`src/rtl/gshare_predictor_pkg.sv`:
```
// Shared constants for the gshare branch predictor: RISC-V control-flow opcodes,
// 2-bit counter encodings and the controller state codes.
package gshare_predictor_pkg;

    localparam logic [6:0] SB_ALL = 7'b1100011;
    localparam logic [6:0] UJ_JAL = 7'b1101111;
    localparam logic [6:0] I_JALR = 7'b1100111;

    localparam logic [1:0] CNT_SNT = 2'b00;
    localparam logic [1:0] CNT_WNT = 2'b01;
    localparam logic [1:0] CNT_WT  = 2'b10;
    localparam logic [1:0] CNT_ST  = 2'b11;

    typedef enum logic {
        ST_INIT = 1'b0,
        ST_RUN  = 1'b1
    } state_t;

endpackage

```
`src/rtl/gshare_predictor_sat_counter2.sv`:
```
// Combinational 2-bit saturating counter step: moves one step toward taken or
// not-taken, sticking at strongly-not-taken and strongly-taken.
module gshare_predictor_sat_counter2
    import gshare_predictor_pkg::*;
(
    input  logic [1:0] cnt,
    input  logic       inc,
    output logic [1:0] next
);

    always_comb begin
        next = cnt;
        case (cnt)
            CNT_SNT: next = inc ? CNT_WNT : CNT_SNT;
            CNT_WNT: next = inc ? CNT_WT  : CNT_SNT;
            CNT_WT:  next = inc ? CNT_ST  : CNT_WNT;
            default: next = inc ? CNT_ST  : CNT_WT;
        endcase
    end

endmodule

```
`src/rtl/gshare_predictor.sv`:
```
// Fetch-side gshare predictor: PHT of 2-bit counters indexed by PC^GHR plus a
// direct-mapped tagged BTB for JALR targets; one-cycle registered prediction.
module gshare_predictor
    import gshare_predictor_pkg::*;
#(
    parameter int PHT_IDX_W = 9,
    parameter int GHR_W     = 8,
    parameter int BTB_IDX_W = 6,
    parameter int BTB_TAG_W = 8,
    parameter int ADDR_W    = 17
) (
    input  logic             clk,
    input  logic             rst,
    input  logic             rdy,
    output logic             q_ready,
    input  logic             q_valid,
    input  logic [31:0]      q_pc,
    input  logic [31:0]      q_inst,
    output logic             p_valid,
    output logic             p_taken,
    output logic [31:0]      p_target,
    output logic [GHR_W-1:0] p_ghr,
    input  logic             t_valid,
    input  logic [31:0]      t_pc,
    input  logic [GHR_W-1:0] t_ghr,
    input  logic             t_is_cond,
    input  logic             t_taken,
    input  logic [31:0]      t_target,
    input  logic             flush,
    input  logic [GHR_W-1:0] flush_ghr
);

    localparam int PHT_N = 1 << PHT_IDX_W;
    localparam int BTB_N = 1 << BTB_IDX_W;

    // Handshake: a query is accepted on a rdy edge when q_valid && q_ready && !flush;
    // its prediction appears with p_valid=1 for exactly one rdy cycle afterwards.

    state_t               state;
    state_t               state_next;
    logic [PHT_IDX_W-1:0] init_cnt;
    logic [GHR_W-1:0]     ghr;

    logic [1:0]           pht       [PHT_N];
    logic [BTB_TAG_W-1:0] btb_tag   [BTB_N];
    logic [ADDR_W-1:0]    btb_data  [BTB_N];
    logic [BTB_N-1:0]     btb_valid;

    logic                 q_fire;
    logic                 t_fire;
    logic [PHT_IDX_W-1:0] pht_q_idx;
    logic [PHT_IDX_W-1:0] pht_t_idx;
    logic [BTB_IDX_W-1:0] btb_q_idx;
    logic [BTB_IDX_W-1:0] btb_t_idx;
    logic [BTB_TAG_W-1:0] btb_q_tag;
    logic [BTB_TAG_W-1:0] btb_t_tag;
    logic                 btb_hit;
    logic [31:0]          imm_b;
    logic [31:0]          imm_j;
    logic [31:0]          sum_b;
    logic [31:0]          sum_j;
    logic [31:0]          sum_4;
    logic                 pred_taken;
    logic [ADDR_W-1:0]    pred_target;
    logic [GHR_W-1:0]     ghr_q_next;
    logic [1:0]           cnt_next;
    logic                 pht_we;
    logic [PHT_IDX_W-1:0] pht_wa;
    logic [1:0]           pht_wd;
    logic                 btb_we;
    logic                 unused_ok;

    assign q_ready = (state == ST_RUN);
    assign q_fire  = q_ready && q_valid && !flush;
    assign t_fire  = q_ready && t_valid;

    assign pht_q_idx = q_pc[PHT_IDX_W+1:2] ^ PHT_IDX_W'(ghr);
    assign pht_t_idx = t_pc[PHT_IDX_W+1:2] ^ PHT_IDX_W'(t_ghr);
    assign btb_q_idx = q_pc[BTB_IDX_W+1:2];
    assign btb_t_idx = t_pc[BTB_IDX_W+1:2];
    assign btb_q_tag = q_pc[BTB_IDX_W+BTB_TAG_W+1:BTB_IDX_W+2];
    assign btb_t_tag = t_pc[BTB_IDX_W+BTB_TAG_W+1:BTB_IDX_W+2];
    assign btb_hit   = btb_valid[btb_q_idx] && (btb_tag[btb_q_idx] == btb_q_tag);

    assign imm_b = {{20{q_inst[31]}}, q_inst[7], q_inst[30:25], q_inst[11:8], 1'b0};
    assign imm_j = {{12{q_inst[31]}}, q_inst[19:12], q_inst[20], q_inst[30:21], 1'b0};
    assign sum_b = q_pc + imm_b;
    assign sum_j = q_pc + imm_j;
    assign sum_4 = q_pc + 32'd4;

    // Bits above ADDR_W and instruction fields the decoder does not look at.
    assign unused_ok = ^{q_pc, q_inst, t_pc, t_target, imm_b, imm_j, sum_b, sum_j, sum_4};

    always_comb begin
        pred_taken  = 1'b0;
        pred_target = sum_4[ADDR_W-1:0];
        ghr_q_next  = ghr;
        case (q_inst[6:0])
            SB_ALL: begin
                pred_taken  = pht[pht_q_idx][1];
                pred_target = pred_taken ? sum_b[ADDR_W-1:0] : sum_4[ADDR_W-1:0];
                ghr_q_next  = {ghr[GHR_W-2:0], pred_taken};
            end
            UJ_JAL: begin
                pred_taken  = 1'b1;
                pred_target = sum_j[ADDR_W-1:0];
            end
            I_JALR: begin
                if (btb_hit) begin
                    pred_taken  = 1'b1;
                    pred_target = btb_data[btb_q_idx];
                end
            end
            default: ;
        endcase
    end

    gshare_predictor_sat_counter2 u_sat (
        .cnt  (pht[pht_t_idx]),
        .inc  (t_taken),
        .next (cnt_next)
    );

    // The INIT walk owns the single PHT write port until every entry is weak-NT.
    always_comb begin
        pht_we = 1'b0;
        pht_wa = pht_t_idx;
        pht_wd = cnt_next;
        if (rdy) begin
            if (state == ST_INIT) begin
                pht_we = 1'b1;
                pht_wa = init_cnt;
                pht_wd = CNT_WNT;
            end else if (t_fire && t_is_cond) begin
                pht_we = 1'b1;
            end
        end
    end

    assign btb_we = rdy && t_fire && t_taken;

    always_comb begin
        state_next = state;
        if (rdy && (state == ST_INIT) && (init_cnt == {PHT_IDX_W{1'b1}})) begin
            state_next = ST_RUN;
        end
    end

    always_ff @(posedge clk or posedge rst) begin
        if (rst) begin
            state <= ST_INIT;
        end else begin
            state <= state_next;
        end
    end

    always_ff @(posedge clk or posedge rst) begin
        if (rst) begin
            init_cnt  <= '0;
            ghr       <= '0;
            btb_valid <= '0;
            p_valid   <= 1'b0;
            p_taken   <= 1'b0;
            p_target  <= '0;
            p_ghr     <= '0;
        end else if (rdy) begin
            if (state == ST_INIT) begin
                init_cnt <= init_cnt + 1'b1;
            end
            if (state == ST_RUN) begin
                if (flush) begin
                    ghr <= flush_ghr;
                end else if (q_fire) begin
                    ghr <= ghr_q_next;
                end
            end
            if (btb_we) begin
                btb_valid[btb_t_idx] <= 1'b1;
            end
            p_valid <= q_fire;
            if (q_fire) begin
                p_taken  <= pred_taken;
                p_target <= {{(32-ADDR_W){1'b0}}, pred_target};
                p_ghr    <= ghr;
            end
        end
    end

    // Tables have no reset; the PHT is cleared by the INIT walk, the BTB by its valid bits.
    always_ff @(posedge clk) begin
        if (pht_we) begin
            pht[pht_wa] <= pht_wd;
        end
        if (btb_we) begin
            btb_tag[btb_t_idx]  <= btb_t_tag;
            btb_data[btb_t_idx] <= t_target[ADDR_W-1:0];
        end
    end

endmodule
```
`config.mk`:
```
export PLATFORM = sky130hd
export DESIGN_NAME = gshare_predictor
export DESIGN_NICKNAME = d
export VERILOG_FILES = /design/src/rtl/gshare_predictor_pkg.sv /design/src/rtl/gshare_predictor_sat_counter2.sv /design/src/rtl/gshare_predictor.sv
export SDC_FILE = /design/constraint.sdc
export NUM_CORES = 2
export LEC_CHECK = 0
export ABC_AREA = 1
export CAP_MARGIN = 10
export CORE_UTILIZATION = 40
export CTS_CLUSTER_SIZE = 12
export DETAILED_ROUTE_END_ITERATION = 16
export PLACE_DENSITY_LB_ADDON = 0.1
export SLEW_MARGIN = 20
export SYNTH_ARGS = -nofsm -noshare
export SYNTH_HDL_FRONTEND = slang
export SYNTH_HIERARCHICAL = 1
export SYNTH_SLANG_ARGS = --single-unit
```
`constraint.sdc`:
```
create_clock -name clk -period 47.8 [get_ports clk]
set_input_delay 11.95 -clock clk [delete_from_list [all_inputs] [get_ports clk]]
set_output_delay 11.95 -clock clk [all_outputs]
set_load 0.02 [all_outputs]
```
## Yosys cells after proc, flatten, opt, wreduce, memory -nomap -nowiden

Memory sizes are Yosys's and may differ from the RTL's.
Index checks and enable logic that the tools add are counted.

| storage, ports and cells | value |
|---|---|
| bits in read-only memories | 0 |
| input bits | 152 |
| RAM bits | 2,624 |
| bits in latches | 0 |
| memories | 3 |
| flip-flop bits (word level) | 109 |
| logic and storage cells | 75 |

| cells by class | value |
|---|---|
| $add $sub $neg | 4 |
| bitwise logic cells | 4 |
| multiplexer cells | 28 |
| reductions and logical operators | 18 |
| div/mod/pow operators | 0 |
| equality and inequality tests | 7 |
| multiply operators | 0 |
| shift operators | 0 |
| order comparisons | 3 |

Memory list:

| memory | words | width | rd ports | clocked after memory_dff | wr ports | RTL line | source |
|---|---|---|---|---|---|---|---|
| btb_data | 64 | 17 | 1 | 0 | 1 | gshare_predictor.sv:46 | `logic [ADDR_W-1:0] btb_data [BTB_N];` |
| pht | 512 | 2 | 2 | 0 | 1 | gshare_predictor.sv:44 | `logic [1:0] pht [PHT_N];` |
| btb_tag | 64 | 8 | 1 | 0 | 1 | gshare_predictor.sv:45 | `logic [BTB_TAG_W-1:0] btb_tag [BTB_N];` |

Operators by type and width:

| cell | count |
|---|---|
| $or 64x64->64 | 1 |
| $pmux 17 s3 | 1 |
| $add 17x17->17 | 2 |
| $mux 17 | 2 |
| $mux 8 | 3 |
| $eq 7x7->1 const B | 3 |
| $mux 9 | 2 |
| $xor 9x8->9 | 2 |
| $add 17x3->17 const B | 1 |
| $lt 6x7->1 const B | 2 |
| $mux 1 | 12 |
| $logic_and 1x1->1 | 10 |
| $add 9x1->9 const B | 1 |
| $eq 9x9->1 const B | 1 |
| $eq 8x8->1 | 1 |
| $mux 2 | 4 |
| $bmux 1 s6 | 1 |
| $demux 1 s6 | 1 |
| $ge 6x1->1 const B | 1 |
| $pmux 2 s3 | 1 |
| $reduce_and 2->1 | 3 |
| $reduce_and 4->1 | 1 |
| $reduce_bool 2->1 | 2 |
| $pmux 1 s3 | 1 |
| other kinds (5) | 5 |

## Longest topological paths before layout

| logic depth | value |
|---|---|
| depth after elaboration | 7 |
| depth in mapped cells | 25 |
| gate-level depth less buffers | 23 |

## Modules after synthesis

The synthesis kept the hierarchy.

By module, submodules not included:

| module | cells an instance | times used | area each (um2) |
|---|---|---|---|
| gshare_predictor | 10,752 | 1 | 120,129.0 |
| gshare_predictor_sat_counter2 | 5 | 1 | 21.3 |

## Least setup slack after synthesis

No wires, ideal clock.

| timing | value |
|---|---|
| path kind | input-to-reg |
| from | input port t_ghr[0] |
| to | memory pht[0][1], data pin |
| setup slack | 19.443 ns |
| data arrival time | 25.776 ns |
| stages on the path | 18 |
| required time | 45.218 ns |
| cell sequence | or2_1 > nand2_2 > buf_4 > buf_4 > buf_2 > buf_2 > nor2_1 > o311ai_0 > o211ai_1 > nand3_1 > nand3_1 > nand3_1 > nand3_1 > a31oi_1 > nand2_1 > a21oi_1 > inv_1 > nor2_1 |

| between the ends | value |
|---|---|
| longest elaborated chain between the ends | 6 |
| elaborated cells on any way between the ends | 8 |
| classes of those cells | 2 x eq/ne; 3 x mux; 1 x bitwise; 1 x reduce/logical; 1 x memory |

RTL lines:

| what | RTL line | source |
|---|---|---|
| start: declaration | gshare_predictor.sv:25 | `input logic [GHR_W-1:0] t_ghr,` |
| $xor 9x8->9 (*) | gshare_predictor.sv:78 | `assign pht_t_idx = t_pc[PHT_IDX_W+1:2] ^ PHT_IDX_W'(t_ghr);` |
| $mem_v2 512x2 (*) | -- |  |
| $eq 2x2->1, or another cell as far along | gshare_predictor_sat_counter2.sv:13 | `case (cnt)` |
| $pmux 2 s3 (*) | gshare_predictor_sat_counter2.sv:13 |  |
| net cnt_next[1] | gshare_predictor.sv:66 | `logic [1:0] cnt_next;` |
| $mux 2 | gshare_predictor.sv:130 | `if (state == ST_INIT) begin` |
| $mux 2 (*) | gshare_predictor.sv:129 | `if (rdy) begin` |
| net pht_wd[1] | gshare_predictor.sv:69 | `logic [1:0] pht_wd;` |
| end: declaration | gshare_predictor.sv:44 |  |

The timed path passes the listed nets; every way through them passes the cells marked *.

## Final worst setup path

| timing | value |
|---|---|
| from | input port t_pc[3] |
| to | memory pht[59][1], data pin |

| between the ends | value |
|---|---|
| longest elaborated chain between the ends | 6 |
| elaborated cells on any way between the ends | 8 |
| classes of those cells | 2 x eq/ne; 3 x mux; 1 x bitwise; 1 x reduce/logical; 1 x memory |

RTL lines:

| what | RTL line | source |
|---|---|---|
| start: declaration | gshare_predictor.sv:24 | `input logic [31:0] t_pc,` |
| $xor 9x8->9 (*) | gshare_predictor.sv:78 |  |
| $mem_v2 512x2 (*) | -- |  |
| $eq 2x2->1, or another cell as far along | gshare_predictor_sat_counter2.sv:13 |  |
| $pmux 2 s3 (*) | gshare_predictor_sat_counter2.sv:13 |  |
| net cnt_next[1] | gshare_predictor.sv:66 |  |
| $mux 2 | gshare_predictor.sv:130 |  |
| $mux 2 (*) | gshare_predictor.sv:129 |  |
| net pht_wd[1] | gshare_predictor.sv:69 |  |

Marks and branches as above.

==> impl_metrics.yaml <==
run_status:
  status: "complete, no violations"
sta:
  slew_headroom: 0.203
  whs_ns: 0.453
  finClkSkew_ns: 0.0487
  finalCriticalPeriod_ns: 19.54
  setup_viol: 0
  report.final.slew_viol_count: 0
  report.final.hold_viol_count: 0
  tightest_slew_ns: 1.20
  grt_setup_unrepaired: "false"
  fmax_mhz: 51.2
  timing.final.crit_share: 0.409
  setup_ws_ns: 28.26
  finalSetupTns_ns: 0
pwr:
  seqPwrFrac: 0.483
  combPwrFrac: 0.124
  switching_share: 0.266
  p_per_area_nw_per_um2: 41.9
  p_switching_mw: 1.50
  p_int_mw: 4.12
  clockPowerShare: 0.393
  ir_worst_vdd_uv: 38.8
  power_mw: 5.62
  power.leakage_nw: 45.8
global_routing:
  first_global_vias: 82100
  grt_max_degree: 222
  grt_pass1_wl_microns: 578000
  antenna_found_initial: 10
  gr-total-overflow: 0
  gr-usage-all-layers: 0.261
critical_path:
  startpoint_type: "input port"
  path_cells: "clkdlybuf4s50_1 -> xnor2_2 -> buf_4 -> inv_8 -> buf_4 -> buf_4 -> buf_4 -> o21ai_0 -> o21bai_1 -> o311ai_0 -> o211ai_1 -> nand3_1 -> nand3_1 -> nand3_1 -> nand3_1 -> a31oi_1 -> inv_1 -> a21oi_1 -> inv_1 -> nor2_4 -> buf_4 -> buf_12"
  r2r_setup_slack_ns: 41.93
  critPathRequiredTime_ns: 48.33
  cpPeakStageDelay_ns: 0.74
  worstPathMaxFanout: 221
  cp_slowest_cell: "buf_4"
  critPathMostFrequentCell: "buf_4"
  worstPathBufferInverterCount: 10
  critPathCaptureType: "flip-flop"
  path_class: "input port to flip-flop"
  arrival_ns: 20.06
  crit_family: "buffers and inverters"
synthesis:
  synth_compound_area_frac: 0.107
  synth_top_family_by_area: "simple AND/OR/NAND/NOR gates"
  synth_area_sq_um: 120000
  synth.most_common_cell: "edfxtp_1"
  netlist_top_cells_count: "2,624 x edfxtp_1, 2,050 x nand2_1, 1,355 x nor2_1"
  ys.flop_type: "edfxtp_1"
  synth-simple-area-share: 0.161
  synth_cells: 10800
  yosys.area.top_type_share: 0.656
  ys_ff_latch: 2733
  yosysWarnings: 6
  yosys.cell_types.count: 59
  yosysSeqAreaShare: 0.679
  synthAdderAreaFrac: 0.00314
  synth-xor-area-share: 0.00383
  ys_top_cells_by_area: "edfxtp_1 66%, nand2_1 6.4%, nor2_1 4.2%"
  synth_top_area_cell: "edfxtp_1"
  synth_mux_area_frac: 0
  synthArstFlopShare: 0.0399
  synth-edff-count: 2624
  synth.avg_cell_area_sq_um: 11.2
routing:
  drt_iter0_drc: 8241
  wl_microns: 401000
  drc_errors: 0
  first_pass_iters: 6
  final_antenna_net_count: 0
  wl_per_cell_microns: 27.1
  vias_per_cell: 5.72
  vias: 84700
clock_network:
  hold_buffers: 0
  post_cts_buffers: 0
  cts_num_sinks: 2733
  clk_path_buf_depth: 4
  tritoncts: "built"
  cts_resized: 0
  cts_buffers: 305
  clk_pin_slew_worst_paths_ns: 0.06
  clk_latency_ns: 0.90
  root_buffer: "clkbuf_16"
  cts_max_level: 5
final_layout:
  layout.nets: 10800
  instances_no_fill: 14800
  layout-drive-gt1-share: 0.0872
  fin_util: 0.450
  fin_area_sq_um: 134000
  area_growth_pct: 11.6
  fillers: 27400
  seq_area_sq_um: 81500
  multiInputGateArea_sq_um: 33800
place:
  pre_cts_slack_ns: 27.60
  hpwl_microns: 218000
  dp_cells: 14300
  io_buffers: 128
  placed_area_sq_um: 125000
  place.gp.congestion: 0.858
floorplanning:
  initial_core_util: 0.403
  rows: 200
  die_area_sq_um: 303000
  core_sq_um: 298000
  die_h_microns: 550
  io_pins: 195
  fp.dieW_microns: 550
job:
  drv_cap: 0
worst_hold_path:
  hp-class: "flip-flop to flip-flop"
[area by class of cell]
type / instances / area share
inverters: 431 / 0.0126
repair buffers: 352 / 0.0229
flip-flops and latches: 2733 / 0.608
diodes: 7 / 0.000131
clock inverters: 136 / 0.00730
clock buffers: 398 / 0.0609
multi-input cells: 6810 / 0.252
well taps: 3939 / 0.0367
[kinds of logic after synthesis]
| family | count (synthesis) |
|---|---|
| DFF | 2733 |
| AOI/OAI and AO/OA | 2071 |
| and+or+nand+nor | 4645 |
| xor gates and xnor gates | 50 |
| adders and majority gates | 29 |
| other | 1 |
| buffers and inverters | 1228 |
[per-layer routing]
metal | up-vias | routed length (microns) | GRT usage
li1 | 38300 | - | -
met1 | 42500 | 164000 | 0.339
met2 | 3166 | 190000 | 0.433
met3 | 755 | 25200 | 0.0316
met4 | 6 | 21300 | 0.127
met5 | - | 42 | 0
[placed cells by master (no fill, tap or decap), drive strengths merged, types with 109 or more instances in the layout]
cell,instances
edfxtp,2624
o21ai,667
a21oi,523
nand2,2058
or2,167
clkbuf,398
o311ai,109
a22oi,111
o211ai,322
inv,431
nor2,1361
buf,254
nand3,1012
dfrtp,109
clkinv,124
[power groups by stage]
stage | combinational [mW] | clock [mW] | sequential (mW)
2_1_floorplan | 0.391 | 0 | 2.80
3_3_place_gp | 0.691 | 0 | 2.76
3_5_place_dp | 0.695 | 0 | 2.76
4_1_cts | 0.697 | 2.25 | 2.71
5_1_grt | 0.747 | 2.34 | 2.71
6_report | 0.697 | 2.21 | 2.71
[flip-flops by register name (all words and copies together), names as in the netlist]
signal and flops:
btb_data 1088, btb_tag 512, btb_valid 64, ghr 8, init_cnt 9, p_ghr 8, p_taken 1, p_target 17
p_valid 1, pht 1024, q_ready 1
[worst register-to-register path, cell delays in order (launching register included)]
cell	delay (ns)
dfrtp_1	0.42
inv_2	0.14
nand2_1	0.36
nand2_8	0.56
buf_12	0.52
buf_4	0.92
nand2_1	0.16
nand3_1	0.13
nand3_1	0.09
nand3_1	0.15
nand3_1	0.10
nand3_1	0.27
nand3_1	0.36
nand3_1	0.35
nand3_1	0.16
nand2_2	0.36
o21ai_0	0.29
nand3_1	0.14
nand2_1	0.06
nand2_1	0.17
nand2_1	0.07
[path summary, 6_finish.rpt]
kind	start	end	cells after the start
min in group asynchronous	rst	p_target[4]$_DFFE_PP0P_	2
worst max-delay path	t_pc[3]	pht[59][1]$_DFFE_PP_	22
worst max register to register	ghr[0]$_DFFE_PP0P_	p_target[3]$_DFFE_PP0P_	20
max in group asynchronous	rst	q_ready$_DFFE_PP0P_	3
worst min register to register	btb_valid[60]$_DFFE_PP0P_	btb_valid[60]$_DFFE_PP0P_	2
worst min-delay path	btb_valid[60]$_DFFE_PP0P_	btb_valid[60]$_DFFE_PP0P_	2
(Power assumes the default switching activity.)
